**config.mk**
```make
export PLATFORM = sky130hd
export DESIGN_NAME = sevenseg_scan_ctrl
export DESIGN_NICKNAME = d
export VERILOG_FILES = /design/src/rtl/sevenseg_pkg.sv /design/src/rtl/bin2bcd_seq.sv /design/src/rtl/sevenseg_scan_ctrl.sv
export SDC_FILE = /design/constraint.sdc
export NUM_CORES = 1
export LEC_CHECK = 0
export CAP_MARGIN = 0
export CORE_MARGIN = 2
export CORE_UTILIZATION = 62
export DETAILED_ROUTE_END_ITERATION = 12
export PLACE_DENSITY = 0.89
export SLEW_MARGIN = 25
export SYNTH_ARGS = -nofsm -noshare
export SYNTH_HDL_FRONTEND = slang
export SYNTH_SLANG_ARGS = --single-unit
```
**constraint.sdc**
```tcl
create_clock -name clk -period 6.5 [get_ports clk]
set_clock_uncertainty 0.05 [all_clocks]
set_input_delay 0.975 -clock clk [delete_from_list [all_inputs] [get_ports clk]]
set_output_delay 0.975 -clock clk [all_outputs]
set_load 0.005 [all_outputs]
```
**src/rtl/sevenseg_pkg.sv**
```systemverilog
// Shared digit type, segment codes and elaboration helpers for the seven-segment scan controller.
package sevenseg_pkg;

  typedef logic [3:0] digit_t;

  // Active-high segment patterns, bit 6 = g down to bit 0 = a
  localparam logic [6:0] SEG_BLANK = 7'b0000000;
  localparam logic [6:0] SEG_DASH  = 7'b1000000;

  function automatic logic [6:0] seg_encode(input digit_t d);
    logic [6:0] s;
    case (d)
      4'h0:    s = 7'h3F;
      4'h1:    s = 7'h06;
      4'h2:    s = 7'h5B;
      4'h3:    s = 7'h4F;
      4'h4:    s = 7'h66;
      4'h5:    s = 7'h6D;
      4'h6:    s = 7'h7D;
      4'h7:    s = 7'h07;
      4'h8:    s = 7'h7F;
      4'h9:    s = 7'h6F;
      4'hA:    s = 7'h77;
      4'hB:    s = 7'h7C;
      4'hC:    s = 7'h39;
      4'hD:    s = 7'h5E;
      4'hE:    s = 7'h79;
      4'hF:    s = 7'h71;
      default: s = SEG_DASH;
    endcase
    return s;
  endfunction

  function automatic logic [63:0] pow10(input int unsigned n);
    logic [63:0] p;
    p = 64'd1;
    for (int unsigned i = 0; i < n; i++) begin
      p = p * 64'd10;
    end
    return p;
  endfunction

endpackage

```
**src/rtl/bin2bcd_seq.sv**
```systemverilog
// Sequential double-dabble converter: one shift-add-3 step per cycle for W cycles.
// done_o and bcd_o present the final step's result combinationally so the caller can capture it on the edge busy falls.
module bin2bcd_seq #(
  parameter int W = 16
) (
  input  logic         clk,
  input  logic         reset,
  input  logic         start_i,
  input  logic [W-1:0] bin_i,
  output logic         busy_o,
  output logic         done_o,
  output logic [W-1:0] bcd_o
);

  localparam int CW = $clog2(W);
  localparam logic [CW-1:0] LAST = CW'(W - 1);

  logic          busy_q, busy_d;
  logic [CW-1:0] cnt_q, cnt_d;
  logic [W-1:0]  bin_q, bin_d;
  logic [W-1:0]  bcd_q, bcd_d;
  logic [W-1:0]  adj_s;
  logic [W-1:0]  step_bcd_s;

  function automatic logic [W-1:0] add3(input logic [W-1:0] b);
    logic [W-1:0] r;
    r = b;
    for (int i = 0; i < W / 4; i++) begin
      r[4*i +: 4] = (b[4*i +: 4] >= 4'd5) ? (b[4*i +: 4] + 4'd3) : b[4*i +: 4];
    end
    return r;
  endfunction

  // One conversion step and the handshake outputs
  always_comb begin
    adj_s      = add3(bcd_q);
    step_bcd_s = {adj_s[W-2:0], bin_q[W-1]};
    done_o     = busy_q && (cnt_q == LAST);
    bcd_o      = step_bcd_s;
    busy_o     = busy_q;
  end

  // Next-state: start, step, or hold
  always_comb begin
    busy_d = busy_q;
    cnt_d  = cnt_q;
    bin_d  = bin_q;
    bcd_d  = bcd_q;
    if (start_i && !busy_q) begin
      busy_d = 1'b1;
      cnt_d  = {CW{1'b0}};
      bin_d  = bin_i;
      bcd_d  = {W{1'b0}};
    end else if (busy_q) begin
      bin_d  = {bin_q[W-2:0], 1'b0};
      bcd_d  = step_bcd_s;
      cnt_d  = cnt_q + CW'(1);
      busy_d = (cnt_q != LAST);
    end else begin
      busy_d = 1'b0;
    end
  end

  // State registers
  always_ff @(posedge clk) begin
    if (reset) begin
      busy_q <= 1'b0;
      cnt_q  <= {CW{1'b0}};
      bin_q  <= {W{1'b0}};
      bcd_q  <= {W{1'b0}};
    end else begin
      busy_q <= busy_d;
      cnt_q  <= cnt_d;
      bin_q  <= bin_d;
      bcd_q  <= bcd_d;
    end
  end

endmodule

```
**src/rtl/sevenseg_scan_ctrl.sv**
```systemverilog
// N-digit multiplexed seven-segment driver with hex/decimal display, leading-zero blanking and live dp.
// Defining SEVENSEG_BRIGHTNESS_EN adds a 4-bit brightness input that gates the duty cycle of each digit slot.
module sevenseg_scan_ctrl
  import sevenseg_pkg::*;
#(
  parameter int NUM_DIGITS  = 4,
  parameter int REFRESH_DIV = 131072,
  parameter int ACTIVE_LOW  = 1
) (
  input  logic                    clk,
  input  logic                    reset,
  input  logic [4*NUM_DIGITS-1:0] value,
  input  logic                    load,
  input  logic                    mode,
  input  logic                    blank_lz,
  input  logic [NUM_DIGITS-1:0]   dp_in,
`ifdef SEVENSEG_BRIGHTNESS_EN
  input  logic [3:0]              brightness,
`endif
  output logic                    busy,
  output logic [NUM_DIGITS-1:0]   an,
  output logic [7:0]              seg
);

  localparam int VW = 4 * NUM_DIGITS;
  localparam int PW = $clog2(REFRESH_DIV);
  localparam int IW = $clog2(NUM_DIGITS);
  localparam logic [PW-1:0] PS_LAST  = PW'(REFRESH_DIV - 1);
  localparam logic [IW-1:0] IDX_LAST = IW'(NUM_DIGITS - 1);
  localparam logic [63:0]   DEC_LIMIT = pow10(NUM_DIGITS) - 64'd1;
  localparam logic [NUM_DIGITS-1:0] AN_OFF =
    (ACTIVE_LOW != 0) ? {NUM_DIGITS{1'b1}} : {NUM_DIGITS{1'b0}};
  localparam logic [7:0] SEG_OFF = (ACTIVE_LOW != 0) ? 8'hFF : 8'h00;

  logic [PW-1:0]         presc_q, presc_d;
  logic [IW-1:0]         idx_q, idx_d;
  logic [VW-1:0]         disp_q, disp_d;
  logic                  dash_q, dash_d;
  logic                  blank_q, blank_d;
  logic                  mode_q, mode_d;
  logic                  ovf_q, ovf_d;
  logic [NUM_DIGITS-1:0] an_q, an_d;
  logic [7:0]            seg_q, seg_d;

  logic                  conv_busy_s;
  logic                  conv_done_s;
  logic [VW-1:0]         conv_bcd_s;
  logic                  accept_s;
  logic                  conv_start_s;
  logic                  on_s;
  logic                  zero_run_s;
  logic                  lz_s;
  logic                  cur_dp_s;
  digit_t                cur_digit_s;
  logic [6:0]            seg7_s;
  logic [NUM_DIGITS-1:0] an_hi_s;
  logic [7:0]            seg_hi_s;

  assign accept_s     = load && !conv_busy_s;
  assign conv_start_s = accept_s && mode;
  assign busy         = conv_busy_s;
  assign an           = an_q;
  assign seg          = seg_q;

  bin2bcd_seq #(
    .W (VW)
  ) u_bin2bcd (
    .clk     (clk),
    .reset   (reset),
    .start_i (conv_start_s),
    .bin_i   (value),
    .busy_o  (conv_busy_s),
    .done_o  (conv_done_s),
    .bcd_o   (conv_bcd_s)
  );

  // Refresh prescaler and digit index
  always_comb begin
    presc_d = presc_q;
    idx_d   = idx_q;
    if (presc_q == PS_LAST) begin
      presc_d = {PW{1'b0}};
      idx_d   = (idx_q == IDX_LAST) ? {IW{1'b0}} : (idx_q + IW'(1));
    end else begin
      presc_d = presc_q + PW'(1);
    end
  end

  // Load capture and conversion result; a load during conversion is dropped
  always_comb begin
    disp_d  = disp_q;
    dash_d  = dash_q;
    blank_d = blank_q;
    mode_d  = mode_q;
    ovf_d   = ovf_q;
    if (accept_s) begin
      mode_d  = mode;
      blank_d = blank_lz;
      if (!mode) begin
        disp_d = value;
        dash_d = 1'b0;
      end else begin
        ovf_d = ({{(64-VW){1'b0}}, value} > DEC_LIMIT);
      end
    end else if (conv_done_s && mode_q) begin
      disp_d = conv_bcd_s;
      dash_d = ovf_q;
    end else begin
      disp_d = disp_q;
    end
  end

  // Current digit, its dp, and whether it lies in the leading-zero run
  always_comb begin
    zero_run_s  = 1'b1;
    lz_s        = 1'b0;
    cur_dp_s    = 1'b0;
    cur_digit_s = 4'h0;
    for (int i = NUM_DIGITS - 1; i >= 0; i--) begin
      zero_run_s  = zero_run_s && (disp_q[4*i +: 4] == 4'h0);
      cur_digit_s = (idx_q == IW'(i)) ? disp_q[4*i +: 4] : cur_digit_s;
      cur_dp_s    = (idx_q == IW'(i)) ? dp_in[i] : cur_dp_s;
      lz_s        = (idx_q == IW'(i)) ? (zero_run_s && (i != 0)) : lz_s;
    end
  end

`ifdef SEVENSEG_BRIGHTNESS_EN
  logic [3:0]  bright_q, bright_d;
  logic [3:0]  duty_s;
  logic [63:0] thr_s;

  // Duty level is taken from the live input in a slot's first cycle and held for the rest
  always_comb begin
    duty_s   = (presc_q == {PW{1'b0}}) ? brightness : bright_q;
    bright_d = duty_s;
    thr_s    = ((64'(duty_s) + 64'd1) * 64'(REFRESH_DIV)) / 64'd16;
    on_s     = (64'(presc_q) < thr_s);
  end

  // Brightness hold register
  always_ff @(posedge clk) begin
    if (reset) begin
      bright_q <= 4'hF;
    end else begin
      bright_q <= bright_d;
    end
  end
`else
  assign on_s = 1'b1;
`endif

  // Segment/anode pattern for the current slot, then output polarity
  always_comb begin
    if (dash_q) begin
      seg7_s = SEG_DASH;
    end else if (blank_q && lz_s) begin
      seg7_s = SEG_BLANK;
    end else begin
      seg7_s = seg_encode(cur_digit_s);
    end
    if (on_s) begin
      an_hi_s  = NUM_DIGITS'(1) << idx_q;
      seg_hi_s = {cur_dp_s, seg7_s};
    end else begin
      an_hi_s  = {NUM_DIGITS{1'b0}};
      seg_hi_s = 8'h00;
    end
    if (ACTIVE_LOW != 0) begin
      an_d  = ~an_hi_s;
      seg_d = ~seg_hi_s;
    end else begin
      an_d  = an_hi_s;
      seg_d = seg_hi_s;
    end
  end

  // State and output registers
  always_ff @(posedge clk) begin
    if (reset) begin
      presc_q <= {PW{1'b0}};
      idx_q   <= {IW{1'b0}};
      disp_q  <= {VW{1'b0}};
      dash_q  <= 1'b0;
      blank_q <= 1'b0;
      mode_q  <= 1'b0;
      ovf_q   <= 1'b0;
      an_q    <= AN_OFF;
      seg_q   <= SEG_OFF;
    end else begin
      presc_q <= presc_d;
      idx_q   <= idx_d;
      disp_q  <= disp_d;
      dash_q  <= dash_d;
      blank_q <= blank_d;
      mode_q  <= mode_d;
      ovf_q   <= ovf_d;
      an_q    <= an_d;
      seg_q   <= seg_d;
    end
  end

endmodule

```
== After elaboration in Yosys (flattened, before gate mapping) ==
Memory sizes are Yosys's and may differ from the RTL's.
Cells that the tools add are included.
Word-level totals
  bits of input ports: 25
  memories: 1
  flip-flop bits (word level): 88
  memory bits (read-only): 112
Memories
  (name not given): words 16, bits a word 7, read ports 1, clocked after Yosys merged registers in 0, write ports 0, RTL line sevenseg_pkg.sv:12  | case (d)
Operators by class
  reductions and logical operators: 19
  bitwise operators: 2
  mux-type cells: 29
  magnitude comparators: 5
  add/sub/neg operators: 7
  equal/unequal tests: 7
  shifts and indexed selects: 1
Operators with widths (number)
  $mux W16: 5
  $mux W4: 7
  $add A17 B1 Y17 const B: 1
  $eq A17 B17 Y1 const B: 1
  $ge A4 B3 Y1 const B: 4
  $gt A16 B14 Y1 const B: 1
  $mux W7: 2
  $mux W1: 13
  $add A4 B2 Y4 const B: 3
  $logic_not A4 Y1: 3
  $logic_and A1 B1 Y1: 8
  $not A8 Y8: 1
  $add A4 B1 Y4 const B: 1
  $eq A2 B2 Y1 const B: 2
  $eq A4 B4 Y1 const B: 1
  $ne A4 B4 Y1 const B: 1
  $not A4 Y4: 1
  $reduce_and A2 Y1: 2
  $reduce_bool A2 Y1: 2
  $reduce_or A2 Y1: 2
  $shl A1 B2 Y4 const A: 1
  $add A3 B2 Y3 const B: 1
  $mux W3: 1
  $add A2 B1 Y2 const B: 1
  5 further kinds: 5

== Depth between registers and ports, before layout ==
  depth in word-level cells: 9
  gate-level depth with buffers: 11
  mapped depth without buffers: 10

== Modules after synthesis ==
A second synthesis with hierarchy kept.
Second synthesis, totals
  cell total of the unflattened synthesis: 540
  area total of the unflattened synthesis: 4503.1 µm²
By module, submodules not included
  sevenseg_scan_ctrl: instances 1, area an instance 2518.7 µm², cells each 301
  bin2bcd_seq: instances 1, area an instance 1984.4 µm², cells each 239

== Worst setup path before layout ==
Ideal clock, no wire load.
  kind: flip-flop to flip-flop
  start point: register idx_q[1]
  end point: register seg_q[6], in the netlist seg[6]
  period minus slack after synthesis: 2.257 ns
  data required time: 6.323 ns
  slack: 4.243 ns
  cell stages (with the launch flop): 12
  library setup time: 0.127 ns
  data arrival time: 2.080 ns
  cells stage by stage: dfxtp_1 > inv_1 > ha_1 > buf_4 > nor2b_1 > o21ai_0 > o31a_1 > inv_1 > ha_1 > mux2i_1 > nor3_1 > or3_1
On the way
  longest elaborated chain between the ends: 9
  elaborated cells between the ends (all ways): 17
  classes of those cells: 3 x eq/ne; 10 x mux; 1 x bitwise; 2 x reduce/logical; 1 x memory
RTL lines
  start, declared: RTL line sevenseg_scan_ctrl.sv:36  | logic [IW-1:0] idx_q, idx_d;
  start signal, assigned: RTL line sevenseg_scan_ctrl.sv:181  | idx_q <= {IW{1'b0}};
  start signal, assigned: RTL line sevenseg_scan_ctrl.sv:191  | idx_q <= idx_d;
  $eq A2 B2 Y1: RTL line sevenseg_scan_ctrl.sv:121, sevenseg_scan_ctrl.sv:123
  $mux W4 / $mux W1 (equally long branches) (4 in a row): RTL line sevenseg_scan_ctrl.sv:121, sevenseg_scan_ctrl.sv:123
  $mem_v2 Z16 W7 / $logic_and A1 B1 Y1 (equally long branches)
  $mux W7 *: RTL line sevenseg_scan_ctrl.sv:156  | end else if (blank_q && lz_s) begin
  $mux W7 *: RTL line sevenseg_scan_ctrl.sv:154  | if (dash_q) begin
  $not A8 Y8 *: RTL line sevenseg_scan_ctrl.sv:170  | seg_d = ~seg_hi_s;
  end signal, assigned: RTL line sevenseg_scan_ctrl.sv:198  | seg_q <= seg_d;
  end, declared: RTL line sevenseg_scan_ctrl.sv:43  | logic [7:0] seg_q, seg_d;
Mark *: on every way between the ends. The rest lies on a longest branch, timed or not.
A chain may end at the register's enable or synchronous reset.

== Worst setup path in the final report ==
  start point: input port load
  end point: register disp_q[6]
On the way
  longest elaborated chain between the ends: 3
  elaborated cells between the ends (all ways): 5
  classes of those cells: 1 x eq/ne; 1 x mux; 3 x reduce/logical
RTL lines
  start, declared: RTL line sevenseg_scan_ctrl.sv:13  | input logic load,
  $logic_and A1 B1 Y1 *: RTL line sevenseg_scan_ctrl.sv:59  | assign accept_s = load && !conv_busy_s;
  $ne A2 B2 Y1 (no line) / $reduce_bool A2 Y1 (equally long branches)
  $reduce_and A2 Y1 (no line)
  end signal, assigned: RTL line sevenseg_scan_ctrl.sv:182  | disp_q <= {VW{1'b0}};
  end signal, assigned: RTL line sevenseg_scan_ctrl.sv:192  | disp_q <= disp_d;
  end, declared: RTL line sevenseg_scan_ctrl.sv:37  | logic [VW-1:0] disp_q, disp_d;
Marks and branches as above.

==> flow_summary.json <==
{
  "status": "completed",
  "cts.sinks": 88,
  "finalMaxSlewViolations": 0,
  "slew_headroom_pct": 35.55,
  "drive_gt1_share_pct": 4.915,
  "layout.nets": 570,
  "numPortBuffers": 37,
  "dieArea_sq_mm": 0.007585,
  "slowest_stage": "o22a_1",
  "synth_top_cell_area_share_pct": 41.16,
  "ys_types": 48,
  "seq_area_frac_synth_pct": 41.16,
  "power_per_cell_area_mw_per_mm2": 238.7,
  "diodes": 0,
  "cts_hold_buf": 0,
  "clk_pin_slew_worst_paths_ns": 0.09,
  "required_ns": 6.71,
  "ys_warn_count": 0,
  "timing.rr.end": "seg[6]$_SDFF_PP1_",
  "gp_congestion": 0.9159,
  "grt_pass1_vias": 3413,
  "period_share_pct": 48.81,
  "drt_iter0_markers": 303,
  "via_count": 3713,
  "cts.repair.resized": 0,
  "crit_cells": 5,
  "yosys_most_used_dff": "dfxtp_1",
  "synth_top_cell_by_area": "dfxtp_1",
  "io_pins": 38,
  "cts_htree_levels": 3,
  "min_path_type": "reg2reg",
  "cts_tree": "done",
  "worst-path-buf-inv": 1,
  "min_to": "u_bin2bcd.bin_q[2]$_SDFFE_PP0P_",
  "synth_commonest_cells": "dfxtp_1 (88), nor2_1 (75), nand2_1 (50)",
  "r2r_setup_slack_ns": 3.72,
  "startpoint": "load",
  "place_inst": 593,
  "cp-start-kind": "primary input",
  "core-area_sq_mm": 0.006719,
  "synth_area_sq_mm": 0.004280,
  "antenna_found_initial": 0,
  "grt_pass1_wl_mm": 15.68,
  "min-delay-start": "u_bin2bcd.bin_q[2]$_SDFFE_PP0P_",
  "fillCellCount": 479,
  "ctsLongestPathBuffers": 2,
  "yosys-top-cells-area": "dfxtp_1 (41%), nor2_1 (6.6%), ha_1 (6.1%)",
  "synth_edf_count": 0,
  "synth_seq_cells": 88,
  "detail-route-antenna-nets": 0,
  "postSynthCellCount": 502,
  "wl_mm": 9.560,
  "wl_per_cell_um": 15.70,
  "hpwl_mm": 6.704,
  "cts_buffers": 9,
  "p_leak_nw": 1.773,
  "hold_viol": 0,
  "die_h_um": 87.09,
  "max_freq_ghz": 0.3152,
  "root_buffer": "clkbuf_8",
  "crit_arrival_ns": 3.38,
  "critical_path.top_delay_family": "compound AO/OA/AOI/OAI gates",
  "gr-total-overflow": 0,
  "grtUsageTotal_pct": 26.08,
  "drc": 0,
  "reg2reg_depth": 7,
  "async_flop_share_pct": 0,
  "fin_ws_ns": 3.327,
  "end_kind": "register",
  "vdd_ir_drop_max_mv": 0.1371,
  "postSynthAreaPerCell_sq_um": 8.527,
  "clk_latency_ns": 0.36,
  "fp-row-count": 30,
  "rsz0062_at_grt": "no",
  "cap_violations": 0,
  "path_class": "in2reg",
  "finalSetupTns_ns": 0,
  "via_per_inst": 6.097,
  "min_period_ns": 3.173,
  "timing.critical_path.cells": "clkdlybuf4s50_1 -> nand2b_1 -> o22a_1 -> a21oi_1 -> a211oi_1",
  "setup_viol": 0,
  "grt_max_degree": 51,
  "firstDrtPassIters": 5,
  "cp_max_fo": 28,
  "start_util_pct": 63.71,
  "r2r-start": "idx_q[0]$_SDFFE_PP0P_",
  "place_ws_ns": 3.059,
  "syn_to_final_growth_pct": 13.24,
  "synth_most_common_cell": "dfxtp_1",
  "fin_cells": 609,
  "syn-num-nets": 548,
  "hold_slack_ns": 0.4079,
  "tightest_slew_ns": 0.9667,
  "cp_slowest_stage_delay_ns": 0.78,
  "whs_path_depth": 2,
  "postCtsSetupBuffers": 0,
  "die_w_um": 87.09
}
-- where the power goes --
| part | internal [mW] | leakage (nW) | switching (mW) | total [mW] |
|---|---|---|---|---|
| logic | 0.0647 | 0.937 | 0.0827 | 0.147 |
| clock network | 0.229 | 0.117 | 0.199 | 0.428 |
| registers | 0.564 | 0.719 | 0.0173 | 0.581 |
| total | 0.857 | 1.77 | 0.299 | 1.16 |
-- registers in the layout (all words and copies together), names as in the netlist, 2 cells and up --
signal / flops
presc_q: 17
disp_q: 16
u_bin2bcd.bcd_q: 16
u_bin2bcd.bin_q: 16
seg: 8
an: 4
u_bin2bcd.cnt_q: 4
idx_q: 2
-- layout make-up --
class	count	area, sq um	area share, %
Clock buffer	10	137.6	2.839
Clock inverter	6	91.34	1.884
Inverter	17	63.81	1.316
Multi-Input combinational cell	369	2306	47.57
Sequential cell	88	1763	36.37
Tap cell	80	100.1	2.065
Timing Repair Buffer	39	385.4	7.950
-- worst max-delay path by stage --
| stage | end |
|---|---|
| 6_report | disp_q[6]$_SDFFE_PP0P_ |
| 5_1_grt | disp_q[6]$_SDFFE_PP0P_ |
| 4_1_cts | disp_q[6]$_SDFFE_PP0P_ |
| 3_5_place_dp | disp_q[10]$_SDFFE_PP0P_ |
| 3_3_place_gp | disp_q[9]$_SDFFE_PP0P_ |
| 2_1_floorplan | seg[6]$_SDFF_PP1_ |
-- worst register-to-register path, delay by kind of cell, from the launching register on --
family,cells,cell delay [ns]
buffers and inverters,1,0.09
muxes,1,0.27
DFF,1,0.42
AOI/OAI and AO/OA,1,0.82
adders and majority gates,1,0.35
and+or+nand+nor,3,0.68
-- cells by family after synthesis --
family / Yosys count / share of synthesized area [%]
xor+xnor: 22 / 4.501
fa+ha+maj: 21 / 6.139
simple gates: 193 / 21.37
compound gates: 113 / 17.19
buf+inv: 45 / 4.969
flops: 88 / 41.16
mux: 20 / 4.677
-- stage by stage --
| step | instance area (sq um) | total power, mW | utilization, % |
|---|---|---|---|
| after global routing | 4847 | 1.201 | 72.14 |
| after detailed placement | 4618 | 0.7362 | 68.73 |
| final | 4847 | 1.157 | 72.14 |
| after floorplan | 4280 | 0.6847 | - |
| after CTS | 4847 | 1.157 | 72.14 |
| after global placement | 4618 | 0.7296 | 68.73 |
-- cells in the final DEF (no fill, tap or decap), types with 4 or more instances in the layout --
cell type	count
mux2i_1	20
xnor2_1	10
a22oi_1	11
inv_1	16
ha_1	21
a21oi_1	47
clkbuf_8	10
nand2_1	50
a211o_1	4
xor2_1	12
nand3_1	14
nand4_1	5
nor3b_1	9
dfxtp_1	87
nand2b_1	10
nor2b_1	4
a211oi_1	27
nor2_1	75
clkdlybuf4s50_1	37
o21ai_0	10
nor3_1	6
-- layer usage --
layer  GRT usage [%]  routed length [um]  vias up
met5               0                   0        -
met1           32.22                3982     1729
met2           44.07                4633      161
li1                -                   -     1796
met4           12.45                 249        0
met3           4.550                 695       27
(Power assumes the default switching activity.)
